$ cat src/rtl/seq_alu_pkg.sv
// Shared constants for the sequential ALU: op codes, FSM states, default width.
package seq_alu_pkg;

   localparam int WIDTH_DEFAULT = 16;

   localparam logic [4:0] OP_ADD  = 5'd1;
   localparam logic [4:0] OP_SUB  = 5'd2;
   localparam logic [4:0] OP_AND  = 5'd3;
   localparam logic [4:0] OP_NOR  = 5'd4;
   localparam logic [4:0] OP_OR   = 5'd5;
   localparam logic [4:0] OP_LUI  = 5'd7;
   localparam logic [4:0] OP_SLT  = 5'd8;
   localparam logic [4:0] OP_MULT = 5'd9;
   localparam logic [4:0] OP_DIV  = 5'd10;
   localparam logic [4:0] OP_MFHI = 5'd11;
   localparam logic [4:0] OP_MFLO = 5'd12;
   localparam logic [4:0] OP_SLL  = 5'd15;
   localparam logic [4:0] OP_SRL  = 5'd16;

   typedef enum logic [1:0] {
      ST_IDLE = 2'd0,
      ST_MUL  = 2'd1,
      ST_DIV  = 2'd2
   } state_t;

endpackage

$ cat src/rtl/seq_alu_if.sv
// Request/response bundle of the sequential ALU, plus the FSM state for observation.
interface seq_alu_if
   import seq_alu_pkg::*;
#(
   parameter int WIDTH = WIDTH_DEFAULT
);
   // start is taken only while the ALU is idle; done pulses for one cycle with
   // result and flags valid, and those outputs then hold until the next done.
   logic             start;
   logic [4:0]       op;
   logic [WIDTH-1:0] in1;
   logic [WIDTH-1:0] in2;
   logic             busy;
   logic             done;
   logic [WIDTH-1:0] result;
   logic             zero;
   logic             overflow;
   logic             div_by_zero;
   state_t           state;

   modport master (
      output start, op, in1, in2,
      input  busy, done, result, zero, overflow, div_by_zero, state
   );

   modport slave (
      input  start, op, in1, in2,
      output busy, done, result, zero, overflow, div_by_zero, state
   );
endinterface

$ cat src/rtl/seq_alu_muldiv.sv
// Iterative WIDTH-step engine: shift-add unsigned multiply or restoring unsigned divide.
module seq_alu_muldiv #(
   parameter int WIDTH = 16
) (
   input  logic             clk,
   input  logic             rst_n,
   input  logic             start,
   input  logic             mode,
   input  logic [WIDTH-1:0] a,
   input  logic [WIDTH-1:0] b,
   output logic             busy,
   output logic [WIDTH-1:0] hi,
   output logic [WIDTH-1:0] lo,
   output logic             finish
);
   localparam int CW = $clog2(WIDTH);

   logic             mode_q;
   logic             busy_q;
   logic [CW-1:0]    count;
   logic [WIDTH-1:0] b_q;
   logic [WIDTH-1:0] hi_w;
   logic [WIDTH-1:0] lo_w;
   logic [WIDTH:0]   add_sum;
   logic [WIDTH:0]   trial;

   // hi/lo present the value after the current step, so on finish they carry the final answer.
   always_comb begin
      add_sum = {1'b0, hi_w} + (lo_w[0] ? {1'b0, b_q} : '0);
      trial   = {hi_w, lo_w[WIDTH-1]} - {1'b0, b_q};
      hi      = hi_w;
      lo      = lo_w;
      if (!mode_q) begin
         hi = add_sum[WIDTH:1];
         lo = {add_sum[0], lo_w[WIDTH-1:1]};
      end else if (trial[WIDTH]) begin
         hi = {hi_w[WIDTH-2:0], lo_w[WIDTH-1]};
         lo = {lo_w[WIDTH-2:0], 1'b0};
      end else begin
         hi = trial[WIDTH-1:0];
         lo = {lo_w[WIDTH-2:0], 1'b1};
      end
   end

   assign finish = busy_q && (count == CW'(WIDTH - 1));
   assign busy   = busy_q;

   always_ff @(posedge clk) begin
      if (!rst_n) begin
         busy_q <= 1'b0;
         mode_q <= 1'b0;
         count  <= '0;
         b_q    <= '0;
         hi_w   <= '0;
         lo_w   <= '0;
      end else if (start && !busy_q) begin
         busy_q <= 1'b1;
         mode_q <= mode;
         count  <= '0;
         b_q    <= b;
         hi_w   <= '0;
         lo_w   <= a;
      end else if (busy_q) begin
         hi_w  <= hi;
         lo_w  <= lo;
         count <= finish ? '0 : count + CW'(1);
         if (finish) busy_q <= 1'b0;
      end
   end
endmodule

$ cat src/rtl/seq_alu.sv
// Sequential ALU: single-cycle logic/arithmetic ops plus iterative MULT/DIV into HI/LO.
module seq_alu
   import seq_alu_pkg::*;
#(
   parameter int WIDTH = WIDTH_DEFAULT,
   parameter int SHW   = $clog2(WIDTH)
) (
   input logic     clk,
   input logic     rst_n,
   seq_alu_if.slave bus
);
   state_t           state, state_next;
   logic             md_start, md_mode, md_busy, md_finish, accept_single;
   logic [WIDTH-1:0] md_hi, md_lo, hi_q, lo_q, result_q;
   logic             zero_q, ovf_q, dbz_q, done_q;
   logic [WIDTH-1:0] alu_res, sum, diff;
   logic             alu_ovf, alu_dbz;

   always_ff @(posedge clk) begin
      if (!rst_n) state <= ST_IDLE;
      else        state <= state_next;
   end

   always_comb begin
      state_next = state;
      md_start   = 1'b0;
      case (state)
         ST_IDLE: begin
            if (bus.start && bus.op == OP_MULT) begin
               md_start   = 1'b1;
               state_next = ST_MUL;
            end else if (bus.start && bus.op == OP_DIV && bus.in2 != '0) begin
               md_start   = 1'b1;
               state_next = ST_DIV;
            end
         end
         ST_MUL, ST_DIV: if (md_finish) state_next = ST_IDLE;
         default: state_next = ST_IDLE;
      endcase
   end

   assign md_mode       = (bus.op == OP_DIV);
   assign accept_single = (state == ST_IDLE) && bus.start && !md_start;
   assign sum           = bus.in1 + bus.in2;
   assign diff          = bus.in1 - bus.in2;

   // DIV only lands here when the divisor is zero; MULT never does.
   always_comb begin
      alu_res = '0;
      alu_ovf = 1'b0;
      alu_dbz = 1'b0;
      case (bus.op)
         OP_ADD: begin
            alu_res = sum;
            alu_ovf = (bus.in1[WIDTH-1] == bus.in2[WIDTH-1]) && (sum[WIDTH-1] != bus.in1[WIDTH-1]);
         end
         OP_SUB: begin
            alu_res = diff;
            alu_ovf = (bus.in1[WIDTH-1] != bus.in2[WIDTH-1]) && (diff[WIDTH-1] != bus.in1[WIDTH-1]);
         end
         OP_AND:  alu_res = bus.in1 & bus.in2;
         OP_NOR:  alu_res = ~(bus.in1 | bus.in2);
         OP_OR:   alu_res = bus.in1 | bus.in2;
         OP_LUI:  alu_res = bus.in2;
         OP_SLT:  alu_res = ($signed(bus.in1) < $signed(bus.in2)) ? WIDTH'(1) : '0;
         OP_DIV:  alu_dbz = 1'b1;
         OP_MFHI: alu_res = hi_q;
         OP_MFLO: alu_res = lo_q;
         OP_SLL:  alu_res = bus.in1 << bus.in2[SHW-1:0];
         OP_SRL:  alu_res = bus.in1 >> bus.in2[SHW-1:0];
         default: alu_res = '0;
      endcase
   end

   always_ff @(posedge clk) begin
      if (!rst_n) begin
         result_q <= '0;
         zero_q   <= 1'b1;
         ovf_q    <= 1'b0;
         dbz_q    <= 1'b0;
         done_q   <= 1'b0;
         hi_q     <= '0;
         lo_q     <= '0;
      end else begin
         done_q <= 1'b0;
         if (accept_single) begin
            result_q <= alu_res;
            zero_q   <= (alu_res == '0);
            ovf_q    <= alu_ovf;
            dbz_q    <= alu_dbz;
            done_q   <= 1'b1;
         end else if (md_finish) begin
            hi_q     <= md_hi;
            lo_q     <= md_lo;
            result_q <= md_lo;
            zero_q   <= (md_lo == '0);
            ovf_q    <= 1'b0;
            dbz_q    <= 1'b0;
            done_q   <= 1'b1;
         end
      end
   end

   seq_alu_muldiv #(.WIDTH(WIDTH)) u_muldiv (
      .clk    (clk),
      .rst_n  (rst_n),
      .start  (md_start),
      .mode   (md_mode),
      .a      (bus.in1),
      .b      (bus.in2),
      .busy   (md_busy),
      .hi     (md_hi),
      .lo     (md_lo),
      .finish (md_finish)
   );

   assign bus.busy        = md_busy;
   assign bus.done        = done_q;
   assign bus.result      = result_q;
   assign bus.zero        = zero_q;
   assign bus.overflow    = ovf_q;
   assign bus.div_by_zero = dbz_q;
   assign bus.state       = state;
endmodule

$ cat src/flat_wrapper.sv
// flat-port wrapper written by rule: the top's interface ports become plain ports
module seq_alu_flat import seq_alu_pkg::*;
#(
   parameter int WIDTH = WIDTH_DEFAULT,
   parameter int SHW   = $clog2(WIDTH)
)
  (clk, rst_n, bus_start, bus_op, bus_in1, bus_in2, bus_busy, bus_done, bus_result, bus_zero, bus_overflow, bus_div_by_zero, bus_state);
  seq_alu_if #(.WIDTH(WIDTH)) bus_i ();
  input logic clk;
  input logic rst_n;
  input wire logic [$bits(bus_i.start)-1:0] bus_start;
  input wire logic [$bits(bus_i.op)-1:0] bus_op;
  input wire logic [$bits(bus_i.in1)-1:0] bus_in1;
  input wire logic [$bits(bus_i.in2)-1:0] bus_in2;
  output wire logic [$bits(bus_i.busy)-1:0] bus_busy;
  output wire logic [$bits(bus_i.done)-1:0] bus_done;
  output wire logic [$bits(bus_i.result)-1:0] bus_result;
  output wire logic [$bits(bus_i.zero)-1:0] bus_zero;
  output wire logic [$bits(bus_i.overflow)-1:0] bus_overflow;
  output wire logic [$bits(bus_i.div_by_zero)-1:0] bus_div_by_zero;
  output wire logic [$bits(bus_i.state)-1:0] bus_state;
  assign bus_i.start = bus_start;
  assign bus_i.op = bus_op;
  assign bus_i.in1 = bus_in1;
  assign bus_i.in2 = bus_in2;
  assign bus_busy = bus_i.busy;
  assign bus_done = bus_i.done;
  assign bus_result = bus_i.result;
  assign bus_zero = bus_i.zero;
  assign bus_overflow = bus_i.overflow;
  assign bus_div_by_zero = bus_i.div_by_zero;
  assign bus_state = bus_i.state;
  seq_alu #(.WIDTH(WIDTH), .SHW(SHW)) u_core (.clk(clk), .rst_n(rst_n), .bus(bus_i));
endmodule
$ cat config.mk
export PLATFORM = sky130hd
export DESIGN_NAME = seq_alu_flat
export DESIGN_NICKNAME = d
export VERILOG_FILES = /design/src/rtl/seq_alu_pkg.sv /design/src/rtl/seq_alu_if.sv /design/src/rtl/seq_alu_muldiv.sv /design/src/rtl/seq_alu.sv /design/src/flat_wrapper.sv
export SDC_FILE = /design/constraint.sdc
export NUM_CORES = 1
export LEC_CHECK = 0
export ABC_AREA = 1
export CAP_MARGIN = 20
export CELL_PAD_IN_SITES_DETAIL_PLACEMENT = 1
export CELL_PAD_IN_SITES_GLOBAL_PLACEMENT = 1
export CORE_UTILIZATION = 46
export CTS_CLUSTER_SIZE = 14
export DETAILED_ROUTE_END_ITERATION = 6
export HOLD_SLACK_MARGIN = 0.15
export PLACE_DENSITY_LB_ADDON = 0.2
export SLEW_MARGIN = 40
export SYNTH_ARGS = -nofsm -noshare
export SYNTH_HDL_FRONTEND = slang
export SYNTH_SLANG_ARGS = --single-unit
$ cat constraint.sdc
create_clock -name clk -period 5.8 [get_ports clk]
set_input_delay 0.58 -clock clk [delete_from_list [all_inputs] [get_ports clk]]
set_output_delay 0.58 -clock clk [all_outputs]
set_load 0.05 [all_outputs]
[Word level (Yosys, flattened, before mapping)]
Cells that the tools add are included.
Word-level totals
  register bits: 108
  ROM bits: 0
  logic and storage cells: 101
  memories kept: 0
  memory bits (writable): 0
  output and inout port bits: 23
  latch bits: 0
Cells by class
  shift operators: 2
  equality and inequality tests: 22
  reduce and logical (&&, ||, !) cells: 21
  $lt $le $gt $ge: 1
  $mul: 0
  bitwise logic cells: 5
  multiplexer cells: 31
  add/subtract/negate cells: 5
  divide/modulo/power cells: 0
Operators with widths (number)
  case mux 16 bit (11 select lines): 1
  2-to-1 mux 16 bit: 8
  zero test 16 bit: 2
  == test 5 x 4 -> 1 bit (second input constant): 6
  adder 16 x 17 -> 17 bit: 1
  subtractor 17 x 16 -> 17 bit: 1
  adder 16 bit: 1
  AND 16 bit: 1
  less-than comparator 16 bit: 1
  2-to-1 mux 1 bit: 16
  NOT 16 bit: 1
  OR 16 bit: 1
  nonzero test 16 bit: 1
  << shifter 16 x 4 -> 16 bit: 1
  >> shifter 16 x 4 -> 16 bit: 1
  subtractor 16 bit: 1
  == test 5 x 3 -> 1 bit (second input constant): 3
  == test 5 x 2 -> 1 bit (second input constant): 2
  logical AND 1 bit: 9
  2-to-1 mux 2 bit: 3
  == test 5 x 1 -> 1 bit (second input constant): 1
  == test 5 bit (second input constant): 1
  adder 4 x 1 -> 4 bit (second input constant): 1
  == test 4 bit (second input constant): 1
  other kinds (15): 22

[Depth between registers and ports, before layout]
Gate-level depths: netlist (run 1).
  word-level depth: 10
  gate-level depth with buffers: 19
  gate-level depth less buffers: 18

[By module]
Synthesis (run 1) repeated with hierarchy kept, for this count alone.
Second synthesis, totals
  cells, all modules: 2020
  area total of the unflattened synthesis: 11338.4 sq um
By module, submodules not included
  seq_alu: times used 1, cells an instance 1222, area an instance 6607.6 sq um
  seq_alu_muldiv: times used 1, cells an instance 798, area an instance 4730.8 sq um

[Worst setup path before layout (run 1)]
OpenSTA, ideal clock, no wires.
  path type: input-to-reg
  from: input bus_in2[2]
  to: register u_core.zero_q, in the netlist u_core.bus.zero
  stages: 17
  setup slack: 3.220 ns
  library setup time: 0.058 ns
  buffers on the path: 2
  data arrival time: 2.522 ns
  cells stage by stage: inv_2 clkbuf_1 ha_1 buf_2 inv_2 nand2_1 and2_1 or2_2 nand3_1 nand3_1 nor2_1 nand2_1 nor2_1 nand2_1 nor2_1 nand3_1 nand2_1
Between the ends
  word-level cells in the longest chain between the ends: 8
  elaborated cells between the ends (all ways): 20
  those cells by class: 2 x add/sub; 1 x order compare; 2 x shift; 6 x mux; 3 x bitwise; 6 x reduce/logical
RTL lines
  from (decl): line flat_wrapper.sv:14  | input wire logic [$bits(bus_i.in2)-1:0] bus_in2;
  parallel branches: the longest is 8 deep, another holds less-than comparator 16 bit
  to (signal assigned): line seq_alu.sv:88  | zero_q <= (alu_res == '0);
  to (signal assigned): line seq_alu.sv:96  | zero_q <= (md_lo == '0);
  to (decl): line seq_alu.sv:15  | logic zero_q, ovf_q, dbz_q, done_q;
Several ways; the timed one is not identified.
A chain may end at the register's enable or synchronous reset.

[Worst setup path in the final report (run 1)]
  from: input bus_in2[1]
  to: register u_core.result_q[10], in the netlist u_core.bus.result[10]
Between the ends
  word-level cells in the longest chain between the ends: 8
  elaborated cells between the ends (all ways): 14
  those cells by class: 2 x add/sub; 2 x shift; 5 x mux; 5 x reduce/logical
RTL lines
  parallel branches: the longest is 8 deep, another holds subtractor 16 bit
  to (signal assigned): line seq_alu.sv:87  | result_q <= alu_res;
  to (signal assigned): line seq_alu.sv:95  | result_q <= md_lo;
  to (decl): line seq_alu.sv:14  | logic [WIDTH-1:0] md_hi, md_lo, hi_q, lo_q, result_q;
Several ways; the timed one is not identified.

==> impl_results.md, run 1 <==
- Hold-critical path endpoint: u_core.lo_q[12]
- Library cell with the highest instance count after synthesis: sky130_fd_sc_hd__nand2_1
- Seq/Total Area, Yosys: between 10% and 20%
- Vias per std cell: approximately 5.9
- Count of buffers from port buffering: slightly above 60
- Power per unit of standard cell area: about 180 mW/mm^2
- Fin Clk Skew: 0.0182 ns
- Total setup buffers inserted after CTS: 0
- Minimum period implied by the final worst setup slack: just over 4 ns
- Number of failing hold endpoints at the final stage: 0
- Classification of the worst-slack hold path: reg2reg
- Number of buffers inserted during clock tree synthesis: 9
- Relative slew slack: between 40 and 50%
- Transition time at the pin with the least slew margin: about 0.84 ns
- Layout overhead on the synthesized area: 9.31%
- Number of vias in the routed layout: approximately 14k
- DRC violation total after the first TritonRoute iteration: 1421
- Routability cong.: 1.11
- Clock Path Buffers: 2
- Worst EP arrival: about 4.3 ns
- Placement Cell Area: between 0.01 and 0.015 mm^2
- Number of antenna violations at the first check in global routing: 1
- Leakage: just over 6 nW
- Setup slack after placement: 1.47 ns
- Netlist cell types: between 40 and 50
- Worst setup SP type: input port
- Overflow left after global routing: 0
- Clk_lat worst skew: between 0.3 and 0.4 ns
- Starting utilization of the core area: around 47%
- Number of buffers inserted for hold repair after clock tree synthesis: 0
- Status: finished clean
- Setup crit end kind: flip-flop
- Maximum number of pins on one net before global-route repair: 56
- Depth of the worst hold-timing path: 2
- Total wirelength of the detailed-routed design: between 50000 and 60000 um
- RR Startpoint: u_core.u_muldiv.lo_w[15]
- Final cell area excluding filler cells: between 0.01 and 0.015 mm^2
- Net count of the mapped netlist: approximately 2.1k
- Unrepaired setup endpoints after global routing: no
- Slack of the worst reg-to-reg path: 2.76 ns
- Asr flop ratio synth: 0%
- Worst supply voltage drop on vdd: 0.125 mV
- Critical path start-end classification: in2reg
- First-pass detailed-route iteration total: 5
- Die span in y: approximately 160 um
- List of most frequent post-synthesis cells: 634 x sky130_fd_sc_hd__nand2_1, 250 x sky130_fd_sc_hd__inv_1, 227 x sky130_fd_sc_hd__nand3_1
- Number of cells on the worst reg-to-reg path: 16
- Yosys top cell by area: sky130_fd_sc_hd__nand2_1
- Post-synthesis register bit count: about 110
- Global-route wire length before repair: 77200 um
- Number of synthesized flops with an enable pin: 0
- Clock tree from TritonCTS: yes
- Portion of the clock cycle consumed by the worst path in the final layout: between 70% and 80%
- Remaining DRCs: 0
- Area of the die: around 0.025 mm^2
- Antenna diode count: 0
- H-tree Lvls: 3
- Highest achievable clock rate: roughly 0.25 GHz
- CTS Root Buffer Type: sky130_fd_sc_hd__clkbuf_16
- Routed length per placed instance: ~22 um
- Count of filler cells inserted in the layout: between 3k and 4k
- Detail Placement HPWL: slightly above 40000 um
- Post-layout nets: roughly 2.1k
- Final slew viol count: 0
- Mean instance size in the synthesized netlist: between 5 and 6 um^2
- Max-capacitance violation count: 0
- Critical path data required time: ~6.0 ns
- Source of the critical timing path: bus_in2[1]
- Cells taking the most area after synthesis: sky130_fd_sc_hd__nand2_1 21%, sky130_fd_sc_hd__dfxtp_1 19%, sky130_fd_sc_hd__nand3_1 10%, sky130_fd_sc_hd__ha_1 9.7%, sky130_fd_sc_hd__inv_1 8.4%
- Overall routing resource usage: between 40% and 50%
- Number of rows created at floorplan: between 50 and 60
- Mapped Area: about 0.011 mm^2
- Setup TNS: 0 ns
- Synth top area share: 21.4%
- Placeable core region: around 0.024 mm^2
- Antenna Nets Post-Route: 0
- Sink count of the clock tree: between 100 and 150
- Number of placed I/O pins: between 60 and 70
- Via count of the first global-routing pass: about 14k
- Ratio of cells with drive above 1 in the final layout: about 3.7%
- Total number of yosys warnings: 0
- Primary flip-flop cell chosen by synthesis mapping: sky130_fd_sc_hd__dfxtp_1
- Synthesized instance count: 1967
- Final worst slack: 1.72 ns
- Final Setup Violations: 0
- Count of instances resized after the clock tree is built: 0
- Clock slew at the register clock pins of the worst setup and hold paths: ~0.080 ns
- Largest fanout of any net on the critical path: 42
- Min-delay src: u_core.lo_q[12]
- Die X: 158 um
- Reg-to-Reg End: u_core.hi_q[0]
-- logic make-up after synthesis --
logic type,Yosys count,share of synthesized area [%]
buf+inv,339,12.3
flops,108,19.4
fa+ha+maj,90,10.4
simple gates,1131,42.8
xor+xnor,16,1.26
compound gates,283,13.8
-- how the worst max path moves through the flow --
stage / to / slack [ns] / cells past startpoint
finish: u_core.bus.result[10] / 1.72 / 13
global route: u_core.bus.result[10] / 1.57 / 13
CTS: u_core.bus.result[10] / 1.86 / 13
detailed placement: u_core.bus.result[10] / 1.47 / 13
global placement: u_core.bus.result[10] / 1.54 / 13
floorplan: u_core.bus.zero / 3.22 / 17
-- through the flow --
stage | utilization, % | hold slack, ns | std cells | total power [W]
floorplan | - | 0.444 | 1967 | 0.00131
global placement | 50.3 | 0.453 | 2286 | 0.00157
detailed placement | 50.3 | 0.464 | 2286 | 0.00159
CTS | 51.5 | 0.473 | 2302 | 0.00220
global route | 51.5 | 0.494 | 2302 | 0.00231
finish | 51.5 | 0.476 | 2302 | 0.00222
-- layer usage --
metal  vias to the layer above  global-route usage [%]  wire [um]
met3                       195                    7.85       3820
met4                         2                    28.4       3580
met1                      6587                    48.7      20100
met5                         -                       0         17
li1                       6319                       -          -
met2                       567                    69.0      23500
-- state kept, by name (all words and copies together) (netlist names) --
register	count
u_core.bus.result	16
u_core.u_muldiv.mode_q	1
u_core.u_muldiv.b_q	16
u_core.bus.done	1
u_core.bus.div_by_zero	1
u_core.u_muldiv.busy	1
u_core.bus.state	2
u_core.bus.overflow	1
u_core.u_muldiv.count	4
u_core.u_muldiv.hi_w	16
u_core.bus.zero	1
u_core.lo_q	16
u_core.hi_q	16
u_core.u_muldiv.lo_w	16
-- worst max-delay path: stages --
cell                              delay (ns)
sky130_fd_sc_hd__clkdlybuf4s50_1        0.39
sky130_fd_sc_hd__buf_4                  0.24
sky130_fd_sc_hd__inv_2                  0.28
sky130_fd_sc_hd__buf_4                  0.28
sky130_fd_sc_hd__nand2_1                0.18
sky130_fd_sc_hd__nor3_1                 0.36
sky130_fd_sc_hd__nand4_1                0.29
sky130_fd_sc_hd__nand2_1                0.19
sky130_fd_sc_hd__nand3_1                0.15
sky130_fd_sc_hd__nand2_2                0.40
sky130_fd_sc_hd__inv_2                  0.46
sky130_fd_sc_hd__nand2_1                0.36
sky130_fd_sc_hd__a31oi_1                0.12
-- layout make-up --
type | count | area, um^2 | area share, %
clock buffers | 10 | 229 | 1.88
clock inverters | 6 | 57.6 | 0.473
inverters | 263 | 991 | 8.15
multi-input cells | 1520 | 7610 | 62.5
flip-flops and latches | 108 | 2160 | 17.8
well taps | 319 | 399 | 3.28
repair buffers | 76 | 721 | 5.92
-- where the power goes --
group          switching [W]  total [W]  internal [W]
Sequential         0.0000140   0.000771      0.000757
Clock               0.000326   0.000626      0.000300
Combinational       0.000586   0.000823      0.000237
Total               0.000925    0.00222       0.00129
-- placed cells by master, fill, tap and decap left out, types with 4 or more instances in the layout --
cell,Yosys,layout
sky130_fd_sc_hd__o21ai_0,97,96
sky130_fd_sc_hd__nand2_2,5,6
sky130_fd_sc_hd__fa_1,4,4
sky130_fd_sc_hd__nor3_1,18,18
sky130_fd_sc_hd__and2_1,8,8
sky130_fd_sc_hd__nand3_1,227,227
sky130_fd_sc_hd__o211ai_1,8,8
sky130_fd_sc_hd__o21ai_1,5,6
sky130_fd_sc_hd__xnor2_1,10,10
sky130_fd_sc_hd__or2_2,17,17
sky130_fd_sc_hd__a21oi_1,123,123
sky130_fd_sc_hd__or2_1,5,5
sky130_fd_sc_hd__nand4_1,22,22
sky130_fd_sc_hd__nor4_1,5,5
sky130_fd_sc_hd__nor2_2,2,4
sky130_fd_sc_hd__inv_2,10,9
sky130_fd_sc_hd__buf_4,9,14
sky130_fd_sc_hd__clkbuf_16,0,9
sky130_fd_sc_hd__o22ai_1,6,6
sky130_fd_sc_hd__o21bai_1,6,6
sky130_fd_sc_hd__inv_1,250,250
sky130_fd_sc_hd__a31oi_1,19,19
sky130_fd_sc_hd__clkdlybuf4s50_1,0,61
sky130_fd_sc_hd__xor2_1,6,6
sky130_fd_sc_hd__nor2_1,178,176
sky130_fd_sc_hd__a21o_1,7,7
sky130_fd_sc_hd__ha_1,86,86
sky130_fd_sc_hd__nand2_1,634,633
sky130_fd_sc_hd__o221ai_1,6,6
sky130_fd_sc_hd__dfxtp_1,108,108
(Power assumes the default switching activity.)
==> run 2, diff against run 1 <==
--- a/config.mk
+++ b/config.mk
@@ -9,7 +9,7 @@
 export CAP_MARGIN = 20
 export CELL_PAD_IN_SITES_DETAIL_PLACEMENT = 1
 export CELL_PAD_IN_SITES_GLOBAL_PLACEMENT = 1
-export CORE_UTILIZATION = 46
+export CORE_UTILIZATION = 43
 export CTS_CLUSTER_SIZE = 14
 export DETAILED_ROUTE_END_ITERATION = 6
 export HOLD_SLACK_MARGIN = 0.15
==> constraint.sdc (replaced) <==
create_clock -name clk -period 3.9 [get_ports clk]
set_input_delay 0.39 -clock clk [delete_from_list [all_inputs] [get_ports clk]]
set_output_delay 0.39 -clock clk [all_outputs]
set_load 0.05 [all_outputs]
==> impl_results.md, run 2 (synthesized netlist as in run 1, its figures left out) <==
- Status: finished clean (unchanged)
- Maximum number of pins on one net before global-route repair: 56 (unchanged)
- Clock share of power: 27.8% (was 28.2%)
- Total wirelength of the detailed-routed design: 52300 um (was 51000 um)
- Clock slew at the register clock pins of the worst setup and hold paths: 0.08 ns (about the same)
- Critical path data required time: 4.21 ns (was 6.03 ns)
- Final Setup Violations: 0 (unchanged)
- First-pass detailed-route iteration total: 5 (unchanged)
- Worst setup SP type: input port (unchanged)
- Number of buffers inserted for hold repair after clock tree synthesis: 0 (unchanged)
- Total setup buffers inserted after CTS: 0 (unchanged)
- Count of buffers from port buffering: 62 (unchanged)
- Transition time at the pin with the least slew margin: 0.694 ns (was 0.839 ns)
- Count of instances resized after the clock tree is built: 0 (unchanged)
- Number of rows created at floorplan: 58 (was 56)
- Relative slew slack: 53.8% (was 44.0%)
- Power per unit of standard cell area: 265 mW/mm^2 (was 182 mW/mm^2)
- Overall routing resource usage: 39.2% (was 41.7%)
- Unrepaired setup endpoints after global routing: no (unchanged)
- Setup TNS: 0 ns (unchanged)
- Remaining DRCs: 0 (unchanged)
- Vias per std cell: 5.82 (was 5.94)
- CTS Root Buffer Type: sky130_fd_sc_hd__clkbuf_16 (unchanged)
- Die X: 163 um (was 158 um)
- DRC violation total after the first TritonRoute iteration: 1186 (was 1421)
- Most frequent cells in the layout: 634 x sky130_fd_sc_hd__nand2_1, 250 x sky130_fd_sc_hd__inv_1, 227 x sky130_fd_sc_hd__nand3_1 (was 633 x sky130_fd_sc_hd__nand2_1, 250 x sky130_fd_sc_hd__inv_1, 227 x sky130_fd_sc_hd__nand3_1)
- Number of placed I/O pins: 63 (unchanged)
- Worst EP arrival: 3.55 ns (was 4.31 ns)
- Layout overhead on the synthesized area: 12.0% (was 9.31%)
- Switching Fraction: 40.9% (was 41.7%)
- Starting utilization of the core area: 44.1% (was 47.1%)
- Highest achievable clock rate: between 0.3 and 0.4 GHz
- NetSw: 0.00135 W (was 0.000925 W)
- Antenna Nets Post-Route: 0 (unchanged)
- Share of total power in sequential cells: 34.6% (was 34.7%)
- Global-route wire length before repair: 78300 um (was 77200 um)
- Setup crit end kind: flip-flop (unchanged)
- Ratio of cells with drive above 1 in the final layout: 5.34% (was 3.73%)
- Fin Clk Skew: 0.00739 ns (was 0.0182 ns)
- Post-layout nets: 2146 (was 2108)
- Combinational group share of total power: 37.6% (was 37.1%)
- Overflow left after global routing: 0 (unchanged)
- Minimum period implied by the final worst setup slack: approximately 3.2 ns
- Routed length per placed instance: 22.2 um (about the same)
- Worst supply voltage drop on vdd: 0.340 mV (was 0.125 mV)
- Clock tree from TritonCTS: yes (unchanged)
- Largest fanout of any net on the critical path: 42 (unchanged)
- H-tree Lvls: 3 (unchanged)
- Die span in y: 163 um (was 158 um)
- Number of buffers inserted during clock tree synthesis: 9 (unchanged)
- Area of the die: 0.0265 mm^2 (was 0.0248 mm^2)
- Number of vias in the routed layout: 13.7k (about the same)
- Leakage: 6.37 nW (was 6.18 nW)
- Sink count of the clock tree: 108 (unchanged)
- Detail Placement HPWL: 42100 um (was 40600 um)
- Total power: 0.00331 W (was 0.00222 W)
- Max-capacitance violation count: 0 (unchanged)
- Final slew viol count: 0 (unchanged)
- Routability cong.: 1.05 (was 1.11)
- Critical path start-end classification: in2reg (unchanged)
- Via count of the first global-routing pass: 13.5k (was 13.6k)
- Portion of the clock cycle consumed by the worst path in the final layout: between 80 and 90%
- Clk_lat worst skew: 0.36 ns (was 0.37 ns)
- Clock Path Buffers: 2 (unchanged)
- Classification of the worst-slack hold path: reg2reg (unchanged)
- Placeable core region: 0.0253 mm^2 (was 0.0236 mm^2)
- Internal power: 0.00195 W (was 0.00129 W)
- Number of antenna violations at the first check in global routing: 4 (was 1)
- Leading cell type in the layout, fill and taps excluded: sky130_fd_sc_hd__nand2_1 (unchanged)
- Number of failing hold endpoints at the final stage: 0 (unchanged)
==> run 2: changes by cell type in the layout (fill, tap and decap cells not counted), sizes merged <==
cell	before	now
clkdlybuf4s50	61	62
clkinvlp	2	1
clkinv	5	6
diode	0	1
buf	15	52
==> run 2: power groups by stage <==
stage | registers, W | logic [W] | clock network, W
after detailed placement | 0.00117 | 0.00121 | 0
after CTS | 0.00114 | 0.00122 | 0.000922
after global placement | 0.00117 | 0.00119 | 0
final | 0.00115 | 0.00124 | 0.000918
after global routing | 0.00115 | 0.00135 | 0.000966
after floorplan | 0.00120 | 0.000749 | 0
==> run 2: metal layers <==
layer | share of wire (%) | up-vias | track usage, % | routed length (um)
met5 | 0.080 | - | 0 | 42
met4 | 5.7 | 8 | 21.2 | 2990
met3 | 6.7 | 158 | 7.05 | 3530
met2 | 47 | 499 | 66.5 | 24500
met1 | 41 | 6605 | 46.7 | 21200
li1 | - | 6407 | - | -
==> run 2: final cells by class <==
class,instances,area (um^2)
fill,3692,12800
multi-input combinational,1520,7600
sequential,108,2160
timing repair buffer,114,1010
inverter,263,991
tap,330,413
clock buffer,10,229
clock inverter,6,56.3
antenna,1,2.50
==> run 2: path summary, 6_finish.rpt <==
| check | startpoint | endpoint | slack (ns) | cells past startpoint |
|---|---|---|---|---|
| setup / recovery | bus_in2[8] | u_core.hi_q[10] | 0.65 | 10 |
| hold / removal | u_core.bus.div_by_zero | u_core.bus.div_by_zero | 0.47 | 2 |
| setup reg to reg | u_core.u_muldiv.lo_w[15] | u_core.hi_q[10] | 0.85 | 16 |
| hold reg to reg | u_core.bus.div_by_zero | u_core.bus.div_by_zero | 0.47 | 2 |
==> run 2: per-stage QoR <==
step | hold WS (ns) | area, um^2 | cells | util [%] | setup slack (ns)
3_3_place_gp | 0.451 | 12200 | 2335 | 48.2 | 0.459
5_1_grt | 0.489 | 12500 | 2351 | 49.4 | 0.559
2_1_floorplan | 0.444 | 11100 | 1967 | - | 1.51
3_5_place_dp | 0.464 | 12200 | 2335 | 48.2 | 0.467
4_1_cts | 0.478 | 12500 | 2351 | 49.3 | 0.841
6_report | 0.471 | 12500 | 2352 | 49.4 | 0.651
==> run 2: critical path, stage by stage <==
cell                              delay, ns
sky130_fd_sc_hd__clkdlybuf4s50_1       0.66
sky130_fd_sc_hd__nor4_1                0.53
sky130_fd_sc_hd__nand4_1               0.34
sky130_fd_sc_hd__nand2_1               0.17
sky130_fd_sc_hd__nand3_1               0.15
sky130_fd_sc_hd__nand2_2               0.11
sky130_fd_sc_hd__clkinv_2              0.53
sky130_fd_sc_hd__nand3_1               0.47
sky130_fd_sc_hd__nand2_1               0.10
sky130_fd_sc_hd__inv_1                 0.06
